==> config.mk <==
export PLATFORM = sky130hd
export DESIGN_NAME = l2_victim_buffer
export DESIGN_NICKNAME = d
export VERILOG_FILES = /design/src/rtl/l2_victim_buffer.sv
export SDC_FILE = /design/constraint.sdc
export NUM_CORES = 2
export LEC_CHECK = 0
export ABC_AREA = 0
export BUFFER_PORTS_ARGS = -buffer_cell sky130_fd_sc_hd__buf_2
export CAP_MARGIN = 20
export CORE_MARGIN = 2
export CORE_UTILIZATION = 54
export CTS_CLUSTER_DIAMETER = 30
export CTS_CLUSTER_SIZE = 24
export DETAILED_ROUTE_END_ITERATION = 6
export PLACE_DENSITY_LB_ADDON = 0.08
export SLEW_MARGIN = 40
export SYNTH_ARGS = -nofsm -noshare
export SYNTH_HDL_FRONTEND = slang
export SYNTH_SLANG_ARGS = --single-unit
==> constraint.sdc <==
create_clock -name clk -period 35.7 [get_ports clk]
set_input_delay 1.785 -clock clk [delete_from_list [all_inputs] [get_ports clk]]
set_output_delay 1.785 -clock clk [all_outputs]
set_load 0.02 [all_outputs]
==> src/rtl/l2_victim_buffer.sv <==
// Write-back victim buffer between the L2 pmem port and physical memory.
// Evictions are queued in a small FIFO, refills bypass them, read hits forward from the buffer.
module l2_victim_buffer #(
  parameter int DEPTH    = 4,
  parameter int ADDR_W   = 16,
  parameter int LINE_W   = 128,
  parameter int OFFSET_W = 4
) (
  input  logic                       clk,
  input  logic                       rst,
  input  logic [ADDR_W-1:0]          mem_address,
  input  logic [LINE_W-1:0]          mem_wdata,
  input  logic                       mem_read,
  input  logic                       mem_write,
  output logic [LINE_W-1:0]          mem_rdata,
  output logic                       mem_resp,
  output logic [ADDR_W-1:0]          pmem_address,
  output logic [LINE_W-1:0]          pmem_wdata,
  output logic                       pmem_read,
  output logic                       pmem_write,
  input  logic [LINE_W-1:0]          pmem_rdata,
  input  logic                       pmem_resp,
  output logic [$clog2(DEPTH+1)-1:0] buf_count
);

  localparam int TAG_W = ADDR_W - OFFSET_W;
  localparam int PTR_W = (DEPTH > 1) ? $clog2(DEPTH) : 1;
  localparam int CNT_W = $clog2(DEPTH + 1);

  typedef enum logic [1:0] {
    IDLE      = 2'd0,
    READ_PMEM = 2'd1,
    DRAIN     = 2'd2,
    RESP      = 2'd3
  } state_t;

  state_t            state_r;
  logic              valid_r [DEPTH];
  logic [TAG_W-1:0]  tag_r   [DEPTH];
  logic [LINE_W-1:0] line_r  [DEPTH];
  logic [PTR_W-1:0]  head_r;
  logic [PTR_W-1:0]  tail_r;
  logic [CNT_W-1:0]  count_r;

  logic [TAG_W-1:0]  req_tag_s;
  logic              hit_s;
  logic [PTR_W-1:0]  hit_idx_s;
  logic              full_s;
  logic              unused_offset_s;

  function automatic logic [PTR_W-1:0] ptr_inc(input logic [PTR_W-1:0] p);
    ptr_inc = (p == PTR_W'(DEPTH - 1)) ? {PTR_W{1'b0}} : p + PTR_W'(1);
  endfunction

  assign req_tag_s       = mem_address[ADDR_W-1:OFFSET_W];
  assign unused_offset_s = ^mem_address[OFFSET_W-1:0];
  assign full_s          = (count_r == CNT_W'(DEPTH));
  assign buf_count       = count_r;

  // Tag lookup across valid entries; coalescing keeps at most one match.
  always_comb begin
    hit_s     = 1'b0;
    hit_idx_s = {PTR_W{1'b0}};
    for (int i = 0; i < DEPTH; i++) begin
      hit_idx_s = (valid_r[i] && (tag_r[i] == req_tag_s)) ? PTR_W'(i) : hit_idx_s;
      hit_s     = hit_s | (valid_r[i] && (tag_r[i] == req_tag_s));
    end
  end

  // Control FSM, FIFO storage and registered outputs.
  always_ff @(posedge clk) begin
    if (rst) begin
      state_r      <= IDLE;
      head_r       <= {PTR_W{1'b0}};
      tail_r       <= {PTR_W{1'b0}};
      count_r      <= {CNT_W{1'b0}};
      mem_resp     <= 1'b0;
      pmem_read    <= 1'b0;
      pmem_write   <= 1'b0;
      mem_rdata    <= {LINE_W{1'b0}};
      pmem_address <= {ADDR_W{1'b0}};
      pmem_wdata   <= {LINE_W{1'b0}};
      for (int i = 0; i < DEPTH; i++) begin
        valid_r[i] <= 1'b0;
        tag_r[i]   <= {TAG_W{1'b0}};
        line_r[i]  <= {LINE_W{1'b0}};
      end
    end else begin
      case (state_r)
        IDLE: begin
          mem_resp <= 1'b0;
          if (mem_read) begin
            if (hit_s) begin
              mem_rdata <= line_r[hit_idx_s];
              state_r   <= RESP;
            end else begin
              pmem_read    <= 1'b1;
              pmem_address <= {req_tag_s, {OFFSET_W{1'b0}}};
              state_r      <= READ_PMEM;
            end
          end else if (mem_write && hit_s) begin
            line_r[hit_idx_s] <= mem_wdata;
            state_r           <= RESP;
          end else if (mem_write && !full_s) begin
            valid_r[tail_r] <= 1'b1;
            tag_r[tail_r]   <= req_tag_s;
            line_r[tail_r]  <= mem_wdata;
            tail_r          <= ptr_inc(tail_r);
            count_r         <= count_r + CNT_W'(1);
            state_r         <= RESP;
          end else if (count_r != {CNT_W{1'b0}}) begin
            // Idle drain, or a forced drain when a write misses on a full buffer.
            pmem_write   <= 1'b1;
            pmem_address <= {tag_r[head_r], {OFFSET_W{1'b0}}};
            pmem_wdata   <= line_r[head_r];
            state_r      <= DRAIN;
          end else begin
            state_r <= IDLE;
          end
        end
        READ_PMEM: begin
          if (pmem_resp) begin
            mem_rdata <= pmem_rdata;
            pmem_read <= 1'b0;
            state_r   <= RESP;
          end else begin
            state_r <= READ_PMEM;
          end
        end
        DRAIN: begin
          if (pmem_resp) begin
            pmem_write      <= 1'b0;
            valid_r[head_r] <= 1'b0;
            head_r          <= ptr_inc(head_r);
            count_r         <= count_r - CNT_W'(1);
            state_r         <= IDLE;
          end else begin
            state_r <= DRAIN;
          end
        end
        RESP: begin
          mem_resp <= 1'b1;
          state_r  <= IDLE;
        end
        default: begin
          state_r <= IDLE;
        end
      endcase
    end
  end

endmodule
Word-level counts from Yosys, hierarchy flattened
Memory sizes are Yosys's and may differ from the RTL's. A register that Yosys moved wholly into a read port is not among the register bits.
Index checks and enable logic that the tools add are counted.
Word-level totals
  memories kept: 3
  RAM bits: 564
  word-level logic and storage cells: 142
  bits of input ports: 277
  output and inout bits: 278
  register bits: 156
Memories
  line_r: words 4, bits a word 128, rd ports 2, clocked after memory_dff 1, write ports 4, line 40  | logic [LINE_W-1:0] line_r [DEPTH];
  tag_r: words 4, bits a word 12, rd ports 5, clocked after memory_dff 1, write ports 4, line 39  | logic [TAG_W-1:0] tag_r [DEPTH];
  valid_r: words 4, bits a word 1, rd ports 4, clocked after memory_dff 0, write ports 4, line 38  | logic valid_r [DEPTH];
Operators by class
  add/subtract/negate cells: 4
  reductions and logical operators: 26
  bitwise gates (word level): 6
  multiplexer cells: 71
  equality and inequality tests: 23
Operators with widths (count)
  $mux W128: 5
  $pmux W128 S2: 1
  $reduce_or A128 Y1: 2
  $mux W16: 5
  $eq A12 B12 Y1: 4
  $mux W2: 18
  $mux W1: 32
  $ne A2 B2 Y1 const B: 13
  $reduce_and A5 Y1: 3
  $mux W12: 1
  $mux W3: 4
  $reduce_and A4 Y1: 3
  $reduce_or A12 Y1: 1
  $eq A2 B2 Y1 const B: 4
  $pmux W2 S4: 1
  $reduce_bool A2 Y1: 4
  $logic_and A1 B1 Y1: 6
  $pmux W1 S2: 3
  $pmux W3 S2: 1
  $reduce_and A6 Y1: 1
  $add A2 B1 Y2 const B: 2
  $add A3 B1 Y3 const B: 1
  $eq A3 B3 Y1 const B: 1
  $not A1 Y1: 3
  8 further kinds: 11

Longest topological paths before layout
  word-level depth: 14
  gate-level depth with buffers: 12
  mapped depth without buffers: 9

Worst setup path after synthesis
Ideal clock, no wire load.
  path kind: input to register
  from: input port mem_address[13]
  to: memory line_r[2][0], enable pin
  library setup time: 0.792 ns
  data required time: 34.908 ns
  slack: 22.301 ns
  path buffers: 4
  stages on the path: 10
  arrival time: 12.607 ns
  path through: buf_2 > xnor2_1 > nand4_1 > or4_1 > buf_2 > buf_6 > nand4_2 > mux2_2 > buf_4 > o21ai_0
RTL lines
  start: declaration: line 11  | input logic [ADDR_W-1:0] mem_address,
  end: declaration: line 40

==> reports/summary.md <==
Setup path
• **launch point of the worst path** mem_address[14]
• **arrival time at the worst endpoint** 7.04 ns
• **family of cells with the greatest summed delay on the critical path** buffers and inverters
• **Crit Reg-Reg Endpoint** line_r[2][66]
• **worst-case reg-to-reg path depth** 11
• **setup slack of the worst register-to-register path** 29.90 ns
• **CP Cell Sequence** buf_2, xnor2_1, nand3_4, buf_4, or4_1, nand4_2, mux2_8, buf_16, o21ai_4, buf_4, buf_4, buf_12
• **maximum fanout along the worst path** 59
• **library cell appearing most often on the critical path** sky130_fd_sc_hd__buf_4
• **Slowest-stage cell, CP** sky130_fd_sc_hd__or4_1
• **launching point of the worst reg2reg path** tag_r[1][0]
• **category of the worst setup path launch point** input pin
• **Setup CP Type** in -> reg
• **kind of end point of the critical path** flop
• **buffering stage count on the worst path with inverters included** 6
• **Crit path required time** 36.12 ns
• **delay contributed by the slowest stage of the critical path** 0.74 ns

Finish
• **post-layout net count** 4727
• **Area Overhead vs Synth** 21.8%
• **fraction of layout cells with a size suffix above 1** 33.1%
• **layout filler cell count** 6537
• **post-route insts no fill** 5746

STA
• **measured slew at the worst slew-check pin** 1.04 ns
• **final sum of negative setup slack** 0 ns
• **Fmax** 0.151 GHz
• **Hold Fails Final Rpt** 0
• **clock skew after layout** 0.0234 ns
• **worst slew slack as a fraction of its limit** 31.0%
• **Slew Viols, Final** 0
• **setup repair after global routing missed its margin** no
• **Hold WS** 0.466 ns
• **Period minus WS final** 6.62 ns
• **post-route fraction of the period consumed by the critical path** 18.5%
• **number of setup violations in the final report** 0

Route
• **Routed WL per cell** 28.9 um
• **DR vias** 37600
• **number of nets with antenna violations after routing** 0
• **initial DRC count** 4002
• **DRC Markers** 0
• **router iterations before antenna repair** 6
• **Total Routed Length** 166000 um
• **DR vias/cell** 6.54

Logic synthesis
• **fraction of post-synthesis cell area in the top cell type by area** 37.0%
• **Avg Synthesized Cell Area** 11.2 um^2
• **Mapped Cells** 4085
• **count of synthesis-stage warnings from yosys** 0
• **fraction of the yosys area taken by sequential cells** 49.3%
• **netlist area before placement** 45800 um^2
• **share of async-settable or async-resettable flops after synthesis** 0%
• **number of unique standard cell types used by synthesis** 60
• **number of enable flip-flop cells after synthesis** 564
• **cell types with the largest area share after synthesis** sky130_fd_sc_hd__edfxtp_1 37%, sky130_fd_sc_hd__dfxtp_1 12%, sky130_fd_sc_hd__mux4_2 6.9%
• **number of synthesized register bits** 846
• **library cell with the largest summed area after synthesis** sky130_fd_sc_hd__edfxtp_1
• **most instantiated flip-flop cell in the synthesis netlist** sky130_fd_sc_hd__edfxtp_1

Floorplan
• **width of the chip** 295 um
• **num rows** 106
• **total core area** 83800 um^2
• **height of the chip** 295 um
• **Top Ports** 555
• **Starting Density** 54.6%
• **Die Area** 87100 um^2

Worst hold path
• **number of cells on the worst hold path** 2
• **launch point of the worst hold path** pmem_address[12]
• **class of the worst hold path** reg -> reg
• **Hold Path End** pmem_address[12]

CTS
• **CTS-repair resized insts** 0
• **CTS clk-pin slew, worst paths** 0.04 ns
• **total clock buffers created by CTS** 189
• **clk root buf** sky130_fd_sc_hd__clkbuf_16
• **Post-CTS Repair Setup Buffers** 0
• **TritonCTS sink count** 846
• **Clk Latency, worst-skew pair** 0.77 ns
• **clock tree from TritonCTS** built
• **CTS Buffer Depth** 3
• **post-cts hold buffer count** 0
• **number of H-tree levels** 4

Run
• **Max Cap Violations** 0

Run status
• **outcome** completed

Global routing
• **wire length of the first global-routing pass** 241000 um
• **number of antenna violations at the first check in global routing** 13
• **via count of the first global-routing pass** 37000
• **global-route usage over all layers** 37.5%
• **total congestion overflow** 0
• **largest net degree at the start of global routing** 138

Place
• **number of I/O port buffers** 546
• **routability-driven placement congestion ratio** 0.843
• **HPWL reported at the end of detailed placement** 90400 um
• **Post-Place Cells** 5378

Power and ir drop
• **PD cells** 62.9 nW/um^2
• **leakage power figure** 19.9 nW
• **IR Drop Worst-Case VDD** 0.0437 mV
• **Final Total Pwr** 3.50 mW

==> synth_stat cells, types with 10 or more instances <==
cell type / instances
sky130_fd_sc_hd__nand3_1: 133
sky130_fd_sc_hd__buf_4: 26
sky130_fd_sc_hd__xnor2_1: 48
sky130_fd_sc_hd__nor3_2: 291
sky130_fd_sc_hd__o211ai_1: 158
sky130_fd_sc_hd__clkbuf_2: 11
sky130_fd_sc_hd__inv_1: 266
sky130_fd_sc_hd__a31oi_1: 132
sky130_fd_sc_hd__a21oi_1: 147
sky130_fd_sc_hd__o21ai_0: 268
sky130_fd_sc_hd__buf_2: 124
sky130_fd_sc_hd__nor2_1: 145
sky130_fd_sc_hd__buf_1: 22
sky130_fd_sc_hd__o21ai_1: 12
sky130_fd_sc_hd__clkbuf_1: 274
sky130_fd_sc_hd__dfxtp_1: 282
sky130_fd_sc_hd__a211o_1: 13
sky130_fd_sc_hd__o211ai_4: 97
sky130_fd_sc_hd__nand2_1: 215
sky130_fd_sc_hd__a221oi_1: 128
sky130_fd_sc_hd__nor4_1: 11
sky130_fd_sc_hd__edfxtp_1: 564
sky130_fd_sc_hd__buf_12: 10
sky130_fd_sc_hd__o41ai_1: 129
sky130_fd_sc_hd__and2_1: 50
sky130_fd_sc_hd__nand2b_1: 213
sky130_fd_sc_hd__mux4_2: 140
sky130_fd_sc_hd__nor3_1: 103
sky130_fd_sc_hd__nand4_1: 12
==> layout by cell type (no fill, tap or decap), types with 102 or more instances in the layout <==
master	instances
sky130_fd_sc_hd__edfxtp_1	564
sky130_fd_sc_hd__buf_2	545
sky130_fd_sc_hd__nor3_2	291
sky130_fd_sc_hd__dfxtp_1	279
sky130_fd_sc_hd__inv_1	266
sky130_fd_sc_hd__o21ai_0	265
sky130_fd_sc_hd__nand2b_1	213
sky130_fd_sc_hd__nand2_1	212
sky130_fd_sc_hd__clkbuf_16	193
sky130_fd_sc_hd__o211ai_1	158
sky130_fd_sc_hd__a21oi_1	147
sky130_fd_sc_hd__nor2_1	141
sky130_fd_sc_hd__mux4_2	140
sky130_fd_sc_hd__nand3_1	132
sky130_fd_sc_hd__a31oi_1	131
sky130_fd_sc_hd__o41ai_1	128
sky130_fd_sc_hd__a221oi_1	128
sky130_fd_sc_hd__nor3_1	102
==> flip-flops by register name, indices dropped and copies added (netlist names), 3 cells and up, named ones only <==
signal        flops
mem_rdata       128
pmem_wdata      128
pmem_address     12
buf_count         3
tag_r            48
valid_r           4
line_r          512
==> final cells by class <==
class / instances / area (um^2) / area share, %
clock inverters: 114 / 1460 / 2.62
well taps: 1134 / 1420 / 2.55
diodes: 4 / 10.0 / 0.0180
multi-input cells: 2497 / 20200 / 36.2
clock buffers: 243 / 5180 / 9.29
inverters: 267 / 1000 / 1.80
flip-flops and latches: 846 / 22600 / 40.5
repair buffers: 641 / 3920 / 7.03
==> metrics by stage <==
| step | util (%) | area [um^2] | setup slack (ns) |
|---|---|---|---|
| after floorplan | - | 45800 | 22.30 |
| after global placement | 57.9 | 48500 | 28.08 |
| after detailed placement | 58.4 | 48900 | 28.32 |
| after CTS | 66.3 | 55600 | 29.08 |
| after global routing | 66.5 | 55700 | 28.95 |
| final | 66.5 | 55700 | 29.08 |
==> layer usage <==
layer	global-route usage, %	share of wire, %	up-vias
li1	-	-	16200
met1	47.7	36	18400
met2	58.5	46	2520
met3	9.59	12	522
met4	21.3	5.4	12
met5	0	0.043	-
==> cell families after synthesis <==
kind of cell,count (synthesis),share of synthesized area (%)
fa+ha+maj,8,0.235
other cells,1,0.00819
buf+inv,745,7.23
flops,846,49.3
xor+xnor,48,0.918
simple gates,1187,16.0
compound gates,1104,19.2
mux,146,7.03
==> worst reg2reg max path, cell delays in order (launching register included) <==
cell and delay, ns:
sky130_fd_sc_hd__edfxtp_1 0.40, sky130_fd_sc_hd__xnor2_1 0.32, sky130_fd_sc_hd__nand3_4 0.71, sky130_fd_sc_hd__buf_4 0.66, sky130_fd_sc_hd__or4_1 0.76, sky130_fd_sc_hd__nand4_2 0.45, sky130_fd_sc_hd__mux2_8 0.47, sky130_fd_sc_hd__buf_16 0.23
sky130_fd_sc_hd__o21ai_4 0.21, sky130_fd_sc_hd__buf_4 0.48, sky130_fd_sc_hd__buf_4 0.43, sky130_fd_sc_hd__buf_12 0.30
==> how the worst max path moves through the flow <==
| stage | end | slack, ns | depth (start not counted) |
|---|---|---|---|
| 2_1_floorplan | line_r[2][0] | 22.30 | 10 |
| 3_3_place_gp | line_r[0][74] | 28.08 | 10 |
| 3_5_place_dp | line_r[2][74] | 28.32 | 11 |
| 4_1_cts | line_r[2][66] | 29.08 | 11 |
| 5_1_grt | line_r[2][66] | 28.95 | 12 |
| 6_report | line_r[2][66] | 29.08 | 12 |
==> report_power, final <==
part	internal, mW	switching, mW	leakage (nW)
sequential	1.13	0.0458	8.13
combinational	0.158	0.377	8.54
clock	1.22	0.571	3.21
Power figures use the tool's default switching activity.
